===== config.mk =====
export PLATFORM = sky130hd
export DESIGN_NAME = n_bit_adder
export DESIGN_NICKNAME = d
export VERILOG_FILES = /design/src/rtl/n_bit_adder.sv
export SDC_FILE = /design/constraint.sdc
export NUM_CORES = 1
export LEC_CHECK = 0
export ABC_AREA = 1
export CAP_MARGIN = 20
export CELL_PAD_IN_SITES_DETAIL_PLACEMENT = 1
export CELL_PAD_IN_SITES_GLOBAL_PLACEMENT = 1
export CORE_MARGIN = 2
export CORE_UTILIZATION = 24
export DETAILED_ROUTE_END_ITERATION = 8
export PLACE_DENSITY = 0.7
export SLEW_MARGIN = 20
export SYNTH_ARGS = -nofsm -noshare
export SYNTH_HDL_FRONTEND = slang
export SYNTH_SLANG_ARGS = --single-unit

===== constraint.sdc =====
create_clock -name clk -period 0.8 [get_ports clk]
set_clock_uncertainty 0.2 [all_clocks]
set_input_delay 0.12 -clock clk [delete_from_list [all_inputs] [get_ports clk]]
set_output_delay 0.12 -clock clk [all_outputs]
set_load 0.02 [all_outputs]

===== src/rtl/n_bit_adder.sv =====
// -----------------------------------------------------------------------------
// n_bit_adder
//   Registered WIDTH-bit unsigned adder built from a ripple-carry chain of
//   one-bit full-adder cells. The sum and carry-out are captured in a result
//   register on enabled rising edges. Between enabled edges the register holds
//   its value. The asynchronous reset clears the register immediately.
//
// Ports
//   clk  in   1      rising-edge clock
//   rst  in   1      asynchronous, active-high reset (clears s and c)
//   en   in   1      result-register load enable, active-high
//   a    in   WIDTH  operand A, unsigned
//   b    in   WIDTH  operand B, unsigned
//   cin  in   1      carry-in to cell 0
//   s    out  WIDTH  registered sum
//   c    out  1      registered carry-out of cell WIDTH-1
// -----------------------------------------------------------------------------
module n_bit_adder #(
  parameter int WIDTH = 8
) (
  input  logic             clk,
  input  logic             rst,
  input  logic             en,
  input  logic [WIDTH-1:0] a,
  input  logic [WIDTH-1:0] b,
  input  logic             cin,
  output logic [WIDTH-1:0] s,
  output logic             c
);

  // One full-adder cell. The result is packed as {carry_out, sum}.
  function automatic logic [1:0] full_add(input logic x, input logic y, input logic ci);
    logic p;
    p = x ^ y;
    return {(x & y) | (ci & p), p ^ ci};
  endfunction

  logic [WIDTH-1:0] sum_comb;
  logic [WIDTH:0]   carry;     // carry[i] feeds cell i; carry[WIDTH] is the carry result
  logic [WIDTH-1:0] s_d, s_q;
  logic             c_d, c_q;

  // Ripple-carry chain: each cell takes the carry-out of the previous cell.
  always_comb begin
    sum_comb = '0;
    carry    = '0;
    carry[0] = cin;
    for (int i = 0; i < WIDTH; i++) begin
      {carry[i+1], sum_comb[i]} = full_add(a[i], b[i], carry[i]);
    end
  end

  // Next-state selection: load the new result when enabled, otherwise hold.
  always_comb begin
    s_d = s_q;
    c_d = c_q;
    if (en) begin
      s_d = sum_comb;
      c_d = carry[WIDTH];
    end else begin
      s_d = s_q;
      c_d = c_q;
    end
  end

  // Result register. The asynchronous reset takes priority over the enable.
  always_ff @(posedge clk or posedge rst) begin
    if (rst) begin
      s_q <= '0;
      c_q <= 1'b0;
    end else begin
      s_q <= s_d;
      c_q <= c_d;
    end
  end

  // Outputs come straight from the register, so there is no combinational path from the inputs.
  assign s = s_q;
  assign c = c_q;

endmodule


**Word level (Yosys, flattened, before mapping)**

Index checks and enable logic that the tools add are counted.

- Word-level logic and storage cells: 42
- Bits in registers: 9

- Bitwise gates (word level): 40

Operators with widths:

| kind | count |
|---|---|
| AND 1 bit | 16 |
| XOR 1 bit | 16 |
| bitwise OR 1 bit | 8 |

**Longest topological paths before layout**

Gate-level depths: netlist of the first run.

- Depth after elaboration: 17
- Depth in mapped cells: 14
- Gate-level depth less buffers: 14

**Worst setup path after synthesis of the first run**

OpenSTA, ideal clock, no wires.

- Kind: input to register
- Start: input a[0]
- End: register s_q[7] (netlist: s[7])
- Slack: -2.687 ns
- Data arrival time: 3.222 ns
- Stages: 14
- Buffers on the path: 0
- Cell sequence: inv_1 -> fa_1 -> inv_1 -> fa_1 -> fa_1 -> fa_1 -> fa_1 -> fa_1 -> fa_1 -> inv_1 -> fa_1 -> inv_1 -> nand2_1 -> nand2_1

- Longest elaborated chain between the ends: 16

Ends and longest elaborated chain:

| element | line | source |
|---|---|---|
| start: declaration | 24 | `input logic [WIDTH-1:0] a,` |
| XOR 1 bit | 34 | `p = x ^ y;` |
| AND 1 bit | 35 | `return {(x & y) \| (ci & p), p ^ ci};` |
| bitwise OR 1 bit (*) | 35 |  |
| AND 1 bit (*) | 35 |  |
| bitwise OR 1 bit (*) | 35 |  |
| AND 1 bit (*) | 35 |  |
| bitwise OR 1 bit (*) | 35 |  |
| AND 1 bit (*) | 35 |  |
| bitwise OR 1 bit (*) | 35 |  |
| AND 1 bit (*) | 35 |  |
| bitwise OR 1 bit (*) | 35 |  |
| AND 1 bit (*) | 35 |  |
| bitwise OR 1 bit (*) | 35 |  |
| AND 1 bit (*) | 35 |  |
| bitwise OR 1 bit (*) | 35 |  |
| XOR 1 bit (*) | 35 |  |
| end signal: assignment | 69 | `s_q <= '0;` |
| end signal: assignment | 72 | `s_q <= s_d;` |
| end: declaration | 40 | `logic [WIDTH-1:0] s_d, s_q;` |

Mark *: on every way between the ends. The rest lies on a longest branch, timed or not.
A chain may end at the register's enable or synchronous reset.

**Worst setup path after layout of the first run**

Same ends and word-level chain as after synthesis.

==> results of run 1 <==
-- sequential cells by signal, indices dropped and copies added, names as in the netlist --
signal and flops:
s 8, c 1
-- cells in the mapped netlist --
library cell / number
dfrtp_1: 9
inv_1: 11
nand2_1: 27
inv_2: 1
fa_1: 8
buf_6: 1
-- worst max-delay path by stage --
stage | startpoint | endpoint | slack, ns | cells past startpoint
final | a[0] | s[7]$_DFFE_PP0P_ | -2.44 | 15
after global routing | b[0] | s[7]$_DFFE_PP0P_ | -2.57 | 15
after CTS | a[0] | s[7]$_DFFE_PP0P_ | -2.60 | 15
after detailed placement | a[0] | s[7]$_DFFE_PP0P_ | -3.24 | 15
after global placement | a[0] | s[7]$_DFFE_PP0P_ | -3.14 | 15
after floorplan | a[0] | s[7]$_DFFE_PP0P_ | -2.46 | 14
-- cells by family (layout without fill, tap and decap cells) --
group | count (synthesis) | count (layout) | synth area share (%)
AND/OR/NAND/NOR | 27 | 27 | 18.7
buffers and inverters | 13 | 55 | 10.4
adder cells (fa/ha/maj) | 8 | 8 | 29.5
flip-flops | 9 | 9 | 41.5
-- through the flow --
step	util, %	TNS, ns
4_1_cts	46.5	-15.67
3_5_place_dp	43.7	-23.59
2_1_floorplan	-	-12.92
6_report	47.5	-14.84
5_1_grt	47.5	-15.85
3_3_place_gp	43.7	-22.99
-- area by class of cell --
type,count,share of cell area [%]
Timing Repair Buffer,39,38.3
Sequential cell,9,21.8
Clock buffer,4,2.55
Multi-Input combinational cell,35,27.5
Tap cell,28,3.40
Inverter,12,6.31
-- repair_timing --
action                                 4_1_cts  5_1_grt
cloned                                       0        0
gates resized for setup                     76        5
endpoints found under the hold margin        9        9
setup buffers                                2        3
setup endpoints to repair                   18       18
pin swaps                                   18       13
-- layer usage --
| metal | vias up | global-route usage, % | share of wire [%] |
|---|---|---|---|
| met2 | 18 | 21.6 | 55 |
| li1 | 245 | - | - |
| met3 | 0 | 3.74 | 6.0 |
| met5 | - | 0 | 0 |
| met4 | 0 | 1.32 | 0 |
| met1 | 221 | 12.8 | 39 |
-- critical path, cell delays in order --
cell	delay, ns
buf_8	0.11
inv_12	0.04
fa_2	0.19
inv_2	0.04
fa_2	0.34
fa_2	0.36
fa_2	0.35
fa_2	0.35
fa_2	0.35
fa_2	0.34
inv_2	0.06
fa_1	0.41
inv_1	0.07
nand2_1	0.04
nand2_1	0.06
-- power by group --
group | internal [W] | leakage, nW | switching [W]
clock | 0.000191 | 0.0150 | 0.000141
sequential | 0.000535 | 0.110 | 0.0000610
combinational | 0.000424 | 0.390 | 0.000315
total | 0.00115 | 0.515 | 0.000518
==> results.py, run 1 <==
metrics = {
    "run": {
        "max_cap_violations": 0,
    },
    "clocking": {
        "tritoncts": "built",
        "cts-root-buf": "clkbuf_4",
        "cts.sinks": 9,
        "clk_latency_ns": 0.24,
        "path_clk_slew_ns": 0.06,
        "cts_buffers": 3,
        "cts_buffer_depth": 2,
        "ctsHtreeMaxLevel": 1,
    },
    "timing": {
        "final_max_slew_viol_count": 0,
        "max_freq_ghz": 0.309,
        "relSlewSlack_pct": 89.1,
        "fin_crit_ns": 3.24,
        "setup_viol": 18,
        "fin_crit_sh_pct": 405,
        "worst_pin_slew_ns": 0.163,
        "holdWs_ns": -0.0328,
        "fin_ws_ns": -2.44,
        "hold_violations": 9,
        "rsz0062_at_grt": "true",
    },
    "power": {
        "power.density_mw_per_mm2": 1620,
        "irDropWorstVdd_v": 0.000686,
        "power_leakage_nw": 0.515,
        "power_w": 0.00167,
    },
    "yosys": {
        "seq_area_frac_synth_pct": 41.5,
        "avgSynthCellArea_sq_um": 9.53,
        "synthTopCellsByArea": "dfrtp_1, fa_1, nand2_1",
        "ys_seq_elements": 9,
        "yosysTopAreaCell": "dfrtp_1",
        "ys_types": 6,
        "synthCells": 57,
        "synth.top_cell.area_share_pct": 41.5,
        "syn_area_sq_um": 543,
        "synth_warnings": 0,
        "syn_nets": 85,
    },
    "route": {
        "drtIter0Drc": 2,
        "wl_per_cell_um": 10.2,
        "drt-pass1-iter-count": 3,
        "routed-via-count": 484,
        "wirelength_um": 1290,
        "avgViaCountPerCell": 3.81,
        "ant_nets": 0,
        "drc": 0,
    },
    "run_status": {
        "violations": "negative hold slack, negative setup slack",
        "status": "finished with violations",
    },
    "floorplanning": {
        "dieArea_sq_mm": 0.00266,
        "core-area_sq_mm": 0.00217,
        "io_pins": 29,
        "die_w_um": 51.6,
        "rows": 17,
        "initial_core_util_pct": 25.0,
        "die_y_um": 51.6,
    },
    "setup_path": {
        "r2r-start": "s[7]$_DFFE_PP0P_",
        "worstSetupPathType": "in2reg",
        "reg2reg_setup_slack_ns": -0.26,
        "cp.required_ns": 0.79,
        "end_kind": "flip-flop",
        "reg2reg_depth": 4,
        "rr_endpoint": "s[7]$_DFFE_PP0P_",
        "start_kind": "primary input",
        "critPathMaxFanout": 1,
        "arrival_ns": 3.22,
    },
    "grt": {
        "grt_start_max_net_pins": 10,
        "antenna_found_initial": 0,
        "grt_use_total_pct": 11.5,
        "grt-ovfl-total": 0,
        "grt_pass1_wl_um": 2200,
        "grt_pass1_vias": 531,
    },
    "final_layout": {
        "layout_common_cells": "nand2_1, clkdlybuf4s50_1, buf_6",
        "final_common_cell": "nand2_1",
        "layout-drive-gt1-share_pct": 42.4,
        "fin_area_sq_mm": 0.00103,
        "stdcell_count": 127,
        "fill_cells": 256,
        "regArea_sq_um": 225,
        "nets": 128,
        "synthToLayoutAreaGrowth_pct": 89.9,
        "n_antenna_cell": 0,
        "multi_input_area_sq_um": 284,
    },
    "placement": {
        "dp_cells": 119,
        "portBuffers": 28,
        "place.gp.congestion": 0.655,
        "place_area_sq_um": 947,
        "hpwl_um": 1140,
        "post-place-ws_ns": -3.24,
    },
    "min_path": {
        "min_path_type": "in2async",
    },
}
Power figures use the tool's default switching activity.
==> run 2, diff against run 1 <==
Settings changed: ABC_CLOCK_PERIOD_IN_PS set to 800.
==> results of run 2 <==
Final layout, timing and power as in run 1 (identical DEF).
==> run 3, diff against run 2 <==
Settings changed: CELL_PAD_IN_SITES_DETAIL_PLACEMENT 1 to not set, CELL_PAD_IN_SITES_GLOBAL_PLACEMENT 1 to not set, CORE_MARGIN 2 to not set, CORE_UTILIZATION 24 to 33, PLACE_DENSITY 0.7 to 0.69.
==> results.py, run 3 (synthesized netlist as in run 1, its figures left out) <==
metrics = {
    "run_status": {
        "status": "finished with violations",
        "violations": "negative hold slack, negative setup slack",
    },
    "clocking": {
        "ctsHtreeMaxLevel": 1,
        "tritoncts": "built",
        "cts_buffers": 3,
        "clk_latency_ns": 0.25,
        "cts.sinks": 9,
        "cts_buffer_depth": 2,
        "path_clk_slew_ns": 0.07,
        "cts-root-buf": "clkbuf_4",
    },
    "setup_path": {
        "slowest_stage": "fa_1",
        "crit_family": "adder cells",
        "crit_path_frequent_cell": "fa_2",
        "cp_cell_sequence": "buf_8 -> inv_12 -> fa_2 -> inv_2 -> fa_2 -> fa_2 -> fa_2 -> fa_2 -> fa_2 -> fa_2 -> inv_2 -> fa_1 -> inv_1 -> nand2_1 -> nand2_1",
        "rr_endpoint": "s[1]$_DFFE_PP0P_",
        "start_kind": "primary input",
        "arrival_ns": 3.15,
        "reg2reg_depth": 4,
        "end_kind": "flip-flop",
        "cp.required_ns": 0.80,
        "slowest_delay_ns": 0.39,
        "critPathMaxFanout": 1,
        "reg2reg_setup_slack_ns": -0.23,
        "r2r-start": "s[1]$_DFFE_PP0P_",
        "startpoint": "a[0]",
        "worstSetupPathType": "in2reg",
        "crit_buf_inv": 5,
    },
    "timing": {
        "holdWs_ns": -0.0822,
        "relSlewSlack_pct": 89.9,
        "worst_pin_slew_ns": 0.152,
        "fin_crit_ns": 3.16,
        "rsz0062_at_grt": "true",
        "hold_violations": 9,
        "final_max_slew_viol_count": 0,
        "max_freq_ghz": 0.317,
        "fin_crit_sh_pct": 394,
        "setup_tns_ns": -14.54,
        "setup_viol": 18,
        "fin_ws_ns": -2.36,
    },
    "power": {
        "p_int_w": 0.00113,
        "pwr-share-clk_pct": 21.3,
        "combinationalPowerShare_pct": 42.9,
        "swShare_pct": 31.9,
        "power_leakage_nw": 0.513,
        "irDropWorstVdd_v": 0.000636,
        "power.density_mw_per_mm2": 1650,
        "seqPwrFrac_pct": 35.9,
        "p_switching_w": 0.000528,
    },
    "route": {
        "routed-via-count": 470,
        "avgViaCountPerCell": 4.09,
        "wirelength_um": 1030,
        "drc": 0,
        "wl_per_cell_um": 8.94,
        "drtIter0Drc": 5,
        "drt-pass1-iter-count": 3,
        "ant_nets": 0,
    },
    "floorplanning": {
        "io_pins": 29,
        "die_w_um": 42.6,
        "initial_core_util_pct": 35.6,
        "dieArea_sq_mm": 0.00181,
        "die_y_um": 42.6,
        "rows": 14,
        "core-area_sq_mm": 0.00152,
    },
    "placement": {
        "place.gp.congestion": 0.748,
        "place_area_sq_um": 920,
        "post-place-ws_ns": -3.15,
        "portBuffers": 28,
        "hpwl_um": 858,
    },
    "grt": {
        "antenna_found_initial": 0,
        "grt-ovfl-total": 0,
        "grt_pass1_wl_um": 1940,
        "grt_use_total_pct": 14.1,
        "grt_pass1_vias": 493,
        "grt_start_max_net_pins": 10,
    },
    "run": {
        "max_cap_violations": 0,
    },
    "final_layout": {
        "largest_reg_flops": 8,
        "synthToLayoutAreaGrowth_pct": 85.0,
        "fin_area_sq_mm": 0.00100,
        "layout_common_cells": "nand2_1, clkdlybuf4s50_1, buf_4",
        "final_common_cell": "nand2_1",
        "utilization_pct": 65.9,
        "n_antenna_cell": 0,
        "nets": 128,
        "layout-drive-gt1-share_pct": 43.4,
    },
    "min_path": {
        "min_path_type": "in2async",
    },
}
-- run 3: cell count changes in the layout (fill, tap and decap cells not counted) --
| cell | previous run | this run |
|---|---|---|
| clkbuf_1 | 1 | 0 |
| buf_6 | 12 | 10 |
| buf_12 | 1 | 0 |
| clkinv_2 | 0 | 1 |
| buf_8 | 1 | 2 |
| buf_4 | 9 | 11 |
-- run 3: layout make-up --
class	instances	area (sq um)
clock inverter	1	5.00
clock buffer	3	22.5
fill	132	519
tap	16	20.0
timing repair buffer	39	383
multi-input combinational	35	284
inverter	12	65.1
sequential	9	225
-- run 3: power by group through the flow --
stage / clock (W) / combinational, W / sequential, W
2_1_floorplan: 0 / 0.000185 / 0.000681
3_3_place_gp: 0 / 0.000634 / 0.000584
3_5_place_dp: 0 / 0.000645 / 0.000582
4_1_cts: 0.000357 / 0.000701 / 0.000593
5_1_grt: 0.000376 / 0.000787 / 0.000601
6_report: 0.000352 / 0.000709 / 0.000593
-- run 3: repair_timing --
action,4_1_cts,5_1_grt
pin swaps,17,12
setup buffers,3,1
setup endpoints to repair,18,18
resized for setup,74,5
hold endpoints to repair,9,9
-- run 3: how the worst max path moves through the flow --
stage                                  end  slack (ns)  depth (start not counted)
after global placement    s[7]$_DFFE_PP0P_       -3.13                         15
after detailed placement  s[7]$_DFFE_PP0P_       -3.15                         15
final                     s[7]$_DFFE_PP0P_       -2.36                         15
after CTS                 s[7]$_DFFE_PP0P_       -2.51                         15
after global routing      s[7]$_DFFE_PP0P_       -2.49                         15
after floorplan           s[7]$_DFFE_PP0P_       -2.46                         14
-- run 3: tightest hold or removal path, cell delays in order --
cell,delay [ns]
clkdlybuf4s50_1,0.39
inv_1,0.07
buf_4,0.13
-- run 3: per-stage QoR --
step / total power [W] / hold WS [ns] / instances
5_1_grt: 0.00176 / -0.0586 / 115
4_1_cts: 0.00165 / -0.0787 / 114
3_5_place_dp: 0.00123 / 0.205 / 107
2_1_floorplan: 0.000866 / -0.252 / 57
3_3_place_gp: 0.00122 / 0.203 / 107
6_report: 0.00165 / -0.0822 / 115
-- run 3: routing by layer --
metal | global-route usage, % | wire, um
met1 | 18.8 | 455
met2 | 22.5 | 533
met3 | 1.29 | 28
met4 | 7.50 | 11
met5 | 0 | 0
